**config.mk**
```make
export PLATFORM = sky130hd
export DESIGN_NAME = lcd_text_writer
export DESIGN_NICKNAME = d
export VERILOG_FILES = /design/src/rtl/lcd_text_writer.sv
export SDC_FILE = /design/constraint.sdc
export NUM_CORES = 1
export LEC_CHECK = 0
export CAP_MARGIN = 5
export CORE_MARGIN = 3
export CORE_UTILIZATION = 30
export CTS_BUF_LIST = sky130_fd_sc_hd__clkbuf_16
export DETAILED_ROUTE_END_ITERATION = 16
export GPL_ROUTABILITY_DRIVEN = 0
export PLACE_DENSITY = 0.52
export SLEW_MARGIN = 20
export SYNTH_ARGS = -nofsm -noshare
export SYNTH_HDL_FRONTEND = slang
export SYNTH_SLANG_ARGS = --single-unit
```
**constraint.sdc**
```tcl
create_clock -name CLK -period 5.22 [get_ports CLK]
set_input_delay 0.522 -clock CLK [delete_from_list [all_inputs] [get_ports CLK]]
set_output_delay 0.522 -clock CLK [all_outputs]
set_load 0.05 [all_outputs]
```
**src/rtl/lcd_text_writer.sv**
```systemverilog
// Streams up to four lines of text to an HD44780 nibble transmitter as address + data bytes, high nibble first.
// Defining LCD_TEXT_CLEAR_EN prefixes every frame with a Clear Display instruction.
module lcd_text_writer #(
    parameter int LINE_LENGTH = 16,
    parameter int NUM_LINES   = 2
) (
    input  logic                                CLK,
    input  logic                                RESET,
    input  logic                                sendText,
    input  logic [8*LINE_LENGTH*NUM_LINES-1:0]  text,
    input  logic [NUM_LINES-1:0]                lineMask,
    output logic                                busy,
    output logic                                sendingDone,
    input  logic                                commandDone,
    output logic [3:0]                          commandToSend,
    output logic                                sendCommand,
    output logic                                read_busy,
    output logic                                commandToSendRs
);

    localparam int TOTAL = LINE_LENGTH * NUM_LINES;
    localparam int CW    = $clog2(LINE_LENGTH + 1);
`ifdef LCD_TEXT_CLEAR_EN
    localparam logic CLEAR_EN = 1'b1;
`else
    localparam logic CLEAR_EN = 1'b0;
`endif

    typedef enum logic [2:0] {IDLE, LOAD, SEND_HI, WAIT_HI, SEND_LO, WAIT_LO, NEXT} state_t;

    state_t                 state_q, state_d;
    logic [8*TOTAL-1:0]     text_q, text_d;
    logic [3:0]             mask_q, mask_d;
    logic [1:0]             line_q, line_d;
    logic [CW-1:0]          char_q, char_d;
    logic                   clr_q, clr_d;
    logic [7:0]             byte_q, byte_d;
    logic                   rs_q, rs_d;
    logic                   busy_q, busy_d;
    logic                   done_q, done_d;
    logic                   send_q, send_d;
    logic [3:0]             cmd_q, cmd_d;
    logic                   rb_q, rb_d;
    logic                   rso_q, rso_d;

    logic [3:0]             mask_in;
    logic [1:0]             first_line;
    logic [1:0]             next_line;
    logic                   next_found;
    logic [6:0]             addr;
    logic [7:0]             char_byte;
    int                     cidx;

    always_comb begin
        mask_in    = 4'(lineMask);
        first_line = 2'd0;
        for (int l = 3; l >= 0; l--) begin
            if (mask_in[l]) first_line = 2'(l);
        end

        // Next masked line strictly above the current one, so skipped lines cost no cycles.
        next_line  = line_q;
        next_found = 1'b0;
        for (int k = 3; k >= 0; k--) begin
            if (k > int'(line_q) && mask_q[k]) begin
                next_line  = 2'(k);
                next_found = 1'b1;
            end
        end

        case (line_q)
            2'd0:    addr = 7'h00;
            2'd1:    addr = 7'h40;
            2'd2:    addr = 7'(LINE_LENGTH);
            default: addr = 7'(64 + LINE_LENGTH);
        endcase

        cidx      = (char_q == '0) ? 0 : int'(char_q) - 1;
        char_byte = text_q[8*(TOTAL-1-(int'(line_q)*LINE_LENGTH + cidx)) +: 8];
    end

    always_comb begin
        state_d = state_q;
        text_d  = text_q;
        mask_d  = mask_q;
        line_d  = line_q;
        char_d  = char_q;
        clr_d   = clr_q;
        byte_d  = byte_q;
        rs_d    = rs_q;
        busy_d  = busy_q;
        done_d  = 1'b0;
        send_d  = 1'b0;
        cmd_d   = cmd_q;
        rb_d    = rb_q;
        rso_d   = rso_q;

        case (state_q)
            IDLE: begin
                // busy is still high in the cycle sendingDone is shown, which blocks a request here.
                if (sendText && !busy_q) begin
                    text_d  = text;
                    mask_d  = mask_in;
                    line_d  = first_line;
                    char_d  = '0;
                    clr_d   = CLEAR_EN;
                    busy_d  = 1'b1;
                    state_d = LOAD;
                end else begin
                    busy_d = 1'b0;
                end
            end
            LOAD: begin
                if (clr_q) begin
                    byte_d  = 8'h01;
                    rs_d    = 1'b0;
                    state_d = SEND_HI;
                end else if (!mask_q[line_q]) begin
                    done_d  = 1'b1;
                    state_d = IDLE;
                end else begin
                    if (char_q == '0) begin
                        byte_d = {1'b1, addr};
                        rs_d   = 1'b0;
                    end else begin
                        byte_d = char_byte;
                        rs_d   = 1'b1;
                    end
                    state_d = SEND_HI;
                end
            end
            SEND_HI: begin
                send_d  = 1'b1;
                cmd_d   = byte_q[7:4];
                rb_d    = 1'b0;
                rso_d   = rs_q;
                state_d = WAIT_HI;
            end
            WAIT_HI: begin
                if (commandDone) state_d = SEND_LO;
            end
            SEND_LO: begin
                send_d  = 1'b1;
                cmd_d   = byte_q[3:0];
                rb_d    = 1'b1;
                state_d = WAIT_LO;
            end
            WAIT_LO: begin
                if (commandDone) state_d = NEXT;
            end
            NEXT: begin
                if (clr_q) begin
                    clr_d = 1'b0;
                    if (mask_q[line_q]) begin
                        state_d = LOAD;
                    end else begin
                        done_d  = 1'b1;
                        state_d = IDLE;
                    end
                end else if (char_q != CW'(LINE_LENGTH)) begin
                    char_d  = char_q + CW'(1);
                    state_d = LOAD;
                end else if (next_found) begin
                    line_d  = next_line;
                    char_d  = '0;
                    state_d = LOAD;
                end else begin
                    done_d  = 1'b1;
                    state_d = IDLE;
                end
            end
            default: state_d = IDLE;
        endcase
    end

    always_ff @(posedge CLK) begin
        if (RESET) begin
            state_q <= IDLE;
            text_q  <= '0;
            mask_q  <= '0;
            line_q  <= '0;
            char_q  <= '0;
            clr_q   <= 1'b0;
            byte_q  <= '0;
            rs_q    <= 1'b0;
            busy_q  <= 1'b0;
            done_q  <= 1'b0;
            send_q  <= 1'b0;
            cmd_q   <= '0;
            rb_q    <= 1'b0;
            rso_q   <= 1'b0;
        end else begin
            state_q <= state_d;
            text_q  <= text_d;
            mask_q  <= mask_d;
            line_q  <= line_d;
            char_q  <= char_d;
            clr_q   <= clr_d;
            byte_q  <= byte_d;
            rs_q    <= rs_d;
            busy_q  <= busy_d;
            done_q  <= done_d;
            send_q  <= send_d;
            cmd_q   <= cmd_d;
            rb_q    <= rb_d;
            rso_q   <= rso_d;
        end
    end

    assign busy            = busy_q;
    assign sendingDone     = done_q;
    assign sendCommand     = send_q;
    assign commandToSend   = cmd_q;
    assign read_busy       = rb_q;
    assign commandToSendRs = rso_q;

endmodule

```
==> impl_metrics.yaml <==
outcome:
  status: "complete, no violations"
cts:
  cts_sinks: 285
  cts_buffers: 35
  postCtsSetupBuffers: 0
  clkLatencyLatePin_ps: 510
  clock-root-buffer: "clkbuf_16"
  postCtsHoldBufs: 0
  clkTransAtPathRegs_ps: 60
  cts_buffer_depth: 3
  htree_levels: 2
  cts_resized: 0
  tritoncts: "done"
setup_path:
  cp.required_ps: 5640
  crit_fanout: 23
  reg2reg_to: "byte_q[0]"
  critical-path-max-stage-delay_ps: 930
  path_class: "reg -> reg"
  reg2reg_from: "char_q[0]"
  rr_worst_depth: 11
  crit_family: "simple AND/OR/NAND/NOR gates"
  rrSetupSlack_ps: 1060
  cp-end-kind: "flip-flop"
  cp.buffers_inverters: 2
  cp_cell_sequence: "inv_1 -> ha_1 -> nor4b_4 -> nor2_2 -> ha_2 -> inv_2 -> nor3_1 -> a2111o_1 -> a2111oi_0 -> a211o_1 -> o31ai_1"
  start_kind: "flip-flop"
  critPathArrivalTime_ps: 4580
  slowest_stage: "nor3_1"
power:
  p_per_area_nw_per_um2: 356
  ir_drop_mv: 0.184
  power.leakage_nw: 5.99
logic_synthesis:
  syn_area_um2: 12700
  ys_seq_elements: 285
  synth_cells: 1621
  synth_fp_nets: 1891
  synth.avg_cell_area_um2: 7.84
  ys.flop_type: "dfxtp_1"
  synthArstFlopShare_pct: 0
  synth_edf_count: 0
  synth_cell_types: 80
  synth_seq_area_share_pct: 44.9
  yosys_warnings: 0
detailed_routing:
  ant_nets: 0
  drtIter0Drc: 932
  totalWireLength_mm: 48.0
  drtPass1Iterations: 5
  wire_per_inst_um: 20.3
  dr_total_vias: 12300
  via_per_inst: 5.20
  drc: 0
global_route:
  grt_pass1_wl_mm: 72.0
  grt_pass1_vias: 12100
  antenna_found_initial: 1
  grt_start_max_net_pins: 160
  grt_util_all_layers_pct: 20.7
  grt_overflow: 0
timing:
  rsz0062_at_grt: "no"
  clock.fmax_ghz: 0.241
  period_share_pct: 79.6
  finClkSkew_ps: 14.1
  setup_tns_ps: 0
  hold_viol: 0
  finalCriticalPeriod_ps: 4160
  setup_viol: 0
  relSlewSlack_pct: 28.6
  slew_violations: 0
  whs_ps: 451
  tightest_slew_ps: 1060
worst_hold_path:
  hold_end: "text_q[107]"
  hold_path.startpoint: "text_q[107]"
  hold_path_depth: 2
  holdCritPathClass: "reg -> reg"
final_layout:
  nNetsFinal: 2086
  drive_gt1_share_pct: 6.54
  area_growth_pct: 32.0
  multi_input_area_um2: 6420
  final_core_util_pct: 40.5
  layoutNonFillerInstCount: 2367
  fillers: 4230
  register_area_um2: 5710
die:
  die_h_um: 212
  coreArea_um2: 41400
  die_x_um: 212
  dieArea_um2: 44900
  start_util_pct: 30.7
  rows: 74
  ioPinCount: 271
place:
  dp_hpwl_mm: 34.5
  numPortBuffers: 270
  place_inst: 2311
job:
  maxCapViolations: 0
-- synthesized netlist by cell type (all sizes together), types with 5 or more instances --
cell,number,area (µm²)
mux2i,36,360
a2111oi,9,86.3
nor2,40,158
mux4,9,203
a211oi,16,120
o21ai,27,135
or2,9,56.3
mux2,23,259
nand2,547,2070
a22oi,7,52.6
o22ai,9,56.3
nand2b,6,37.5
clkbuf,99,372
inv,11,41.3
o211ai,7,52.6
a221oi,10,93.8
nand4,7,43.8
xor2,5,43.8
a221o,7,70.1
o2111ai,5,43.8
o221ai,5,43.8
o31ai,5,37.5
nor3,13,65.1
nor2b,10,62.6
ha,8,100
a21oi,286,1440
or3,8,50.1
dfxtp,285,5710
a31oi,6,52.6
nand3,17,85.1
buf,28,183
-- power breakdown --
group / leakage [nW] / internal, mW / switching, mW
sequential: 2.33 / 2.34 / 0.111
clock: 0.553 / 1.41 / 0.904
combinational: 3.10 / 0.494 / 0.718
-- per-stage QoR --
step / worst slack [ps] / power (mW) / cell area (µm²)
floorplan: 1120 / 3.19 / 12700
global placement: 1310 / 3.70 / 15700
detailed placement: 1220 / 3.71 / 15700
CTS: 1180 / 6.04 / 16800
global route: 885 / 6.26 / 16800
finish: 1060 / 5.98 / 16800
-- metal layers --
metal	vias up	wire (µm)	track usage (%)
met5	-	0	0
met4	0	1040	5.33
met3	67	3230	3.91
met2	462	23000	35.0
met1	5827	20700	27.4
li1	5959	-	-
-- cells in the final DEF, fill, tap and decap left out, drive strengths merged, types with 9 or more instances in the layout --
cell           instances
clkbuf                37
nor2                  40
mux4                   9
clkdlybuf4s50        269
nor2b                 10
o22ai                  9
dfxtp                285
nand3                 17
inv                   18
buf                   16
or2                    9
o21ai                 27
a2111oi                9
nand2                547
mux2                  23
a21oi                286
nor3                  13
a211oi                16
a221oi                10
mux2i                 36
-- logic make-up after synthesis --
kind of cell	after synthesis	share of synthesized area, %
compound gates	433	20.4
xor+xnor	7	0.482
fa+ha+maj	8	0.787
buf+inv	138	4.69
flops	285	44.9
mux	68	6.47
simple gates	682	22.3
-- worst reg2reg max path, stage by stage, from the launching register on --
cell	delay, ps
dfxtp_4	330
inv_1	210
ha_1	300
nor4b_4	260
nor2_2	160
ha_2	670
inv_2	320
nor3_1	930
a2111o_1	310
a2111oi_0	70
a211o_1	320
o31ai_1	210
-- flip-flops by register name, indices dropped and copies added, names as in the netlist, 2 cells and up --
name           flops
state_q            3
commandToSend      4
mask_q             2
text_q           256
char_q             5
byte_q             8
-- worst max-delay path by stage --
| stage | from | to | cells past startpoint |
|---|---|---|---|
| floorplan | char_q[0] | byte_q[4] | 19 |
| global placement | char_q[0] | byte_q[0] | 11 |
| detailed placement | char_q[0] | byte_q[0] | 11 |
| CTS | char_q[0] | byte_q[0] | 11 |
| global route | char_q[0] | byte_q[0] | 11 |
| finish | char_q[0] | byte_q[0] | 11 |
-- area by class of cell --
type / count / share of cell area, %
Antenna cell: 1 / 0.0149
Clock buffer: 37 / 5.52
Clock inverter: 18 / 0.888
Inverter: 11 / 0.246
Multi-Input combinational cell: 1198 / 38.3
Sequential cell: 285 / 34.0
Tap cell: 532 / 3.97
Timing Repair Buffer: 285 / 17.0
(Power assumes the default switching activity.)
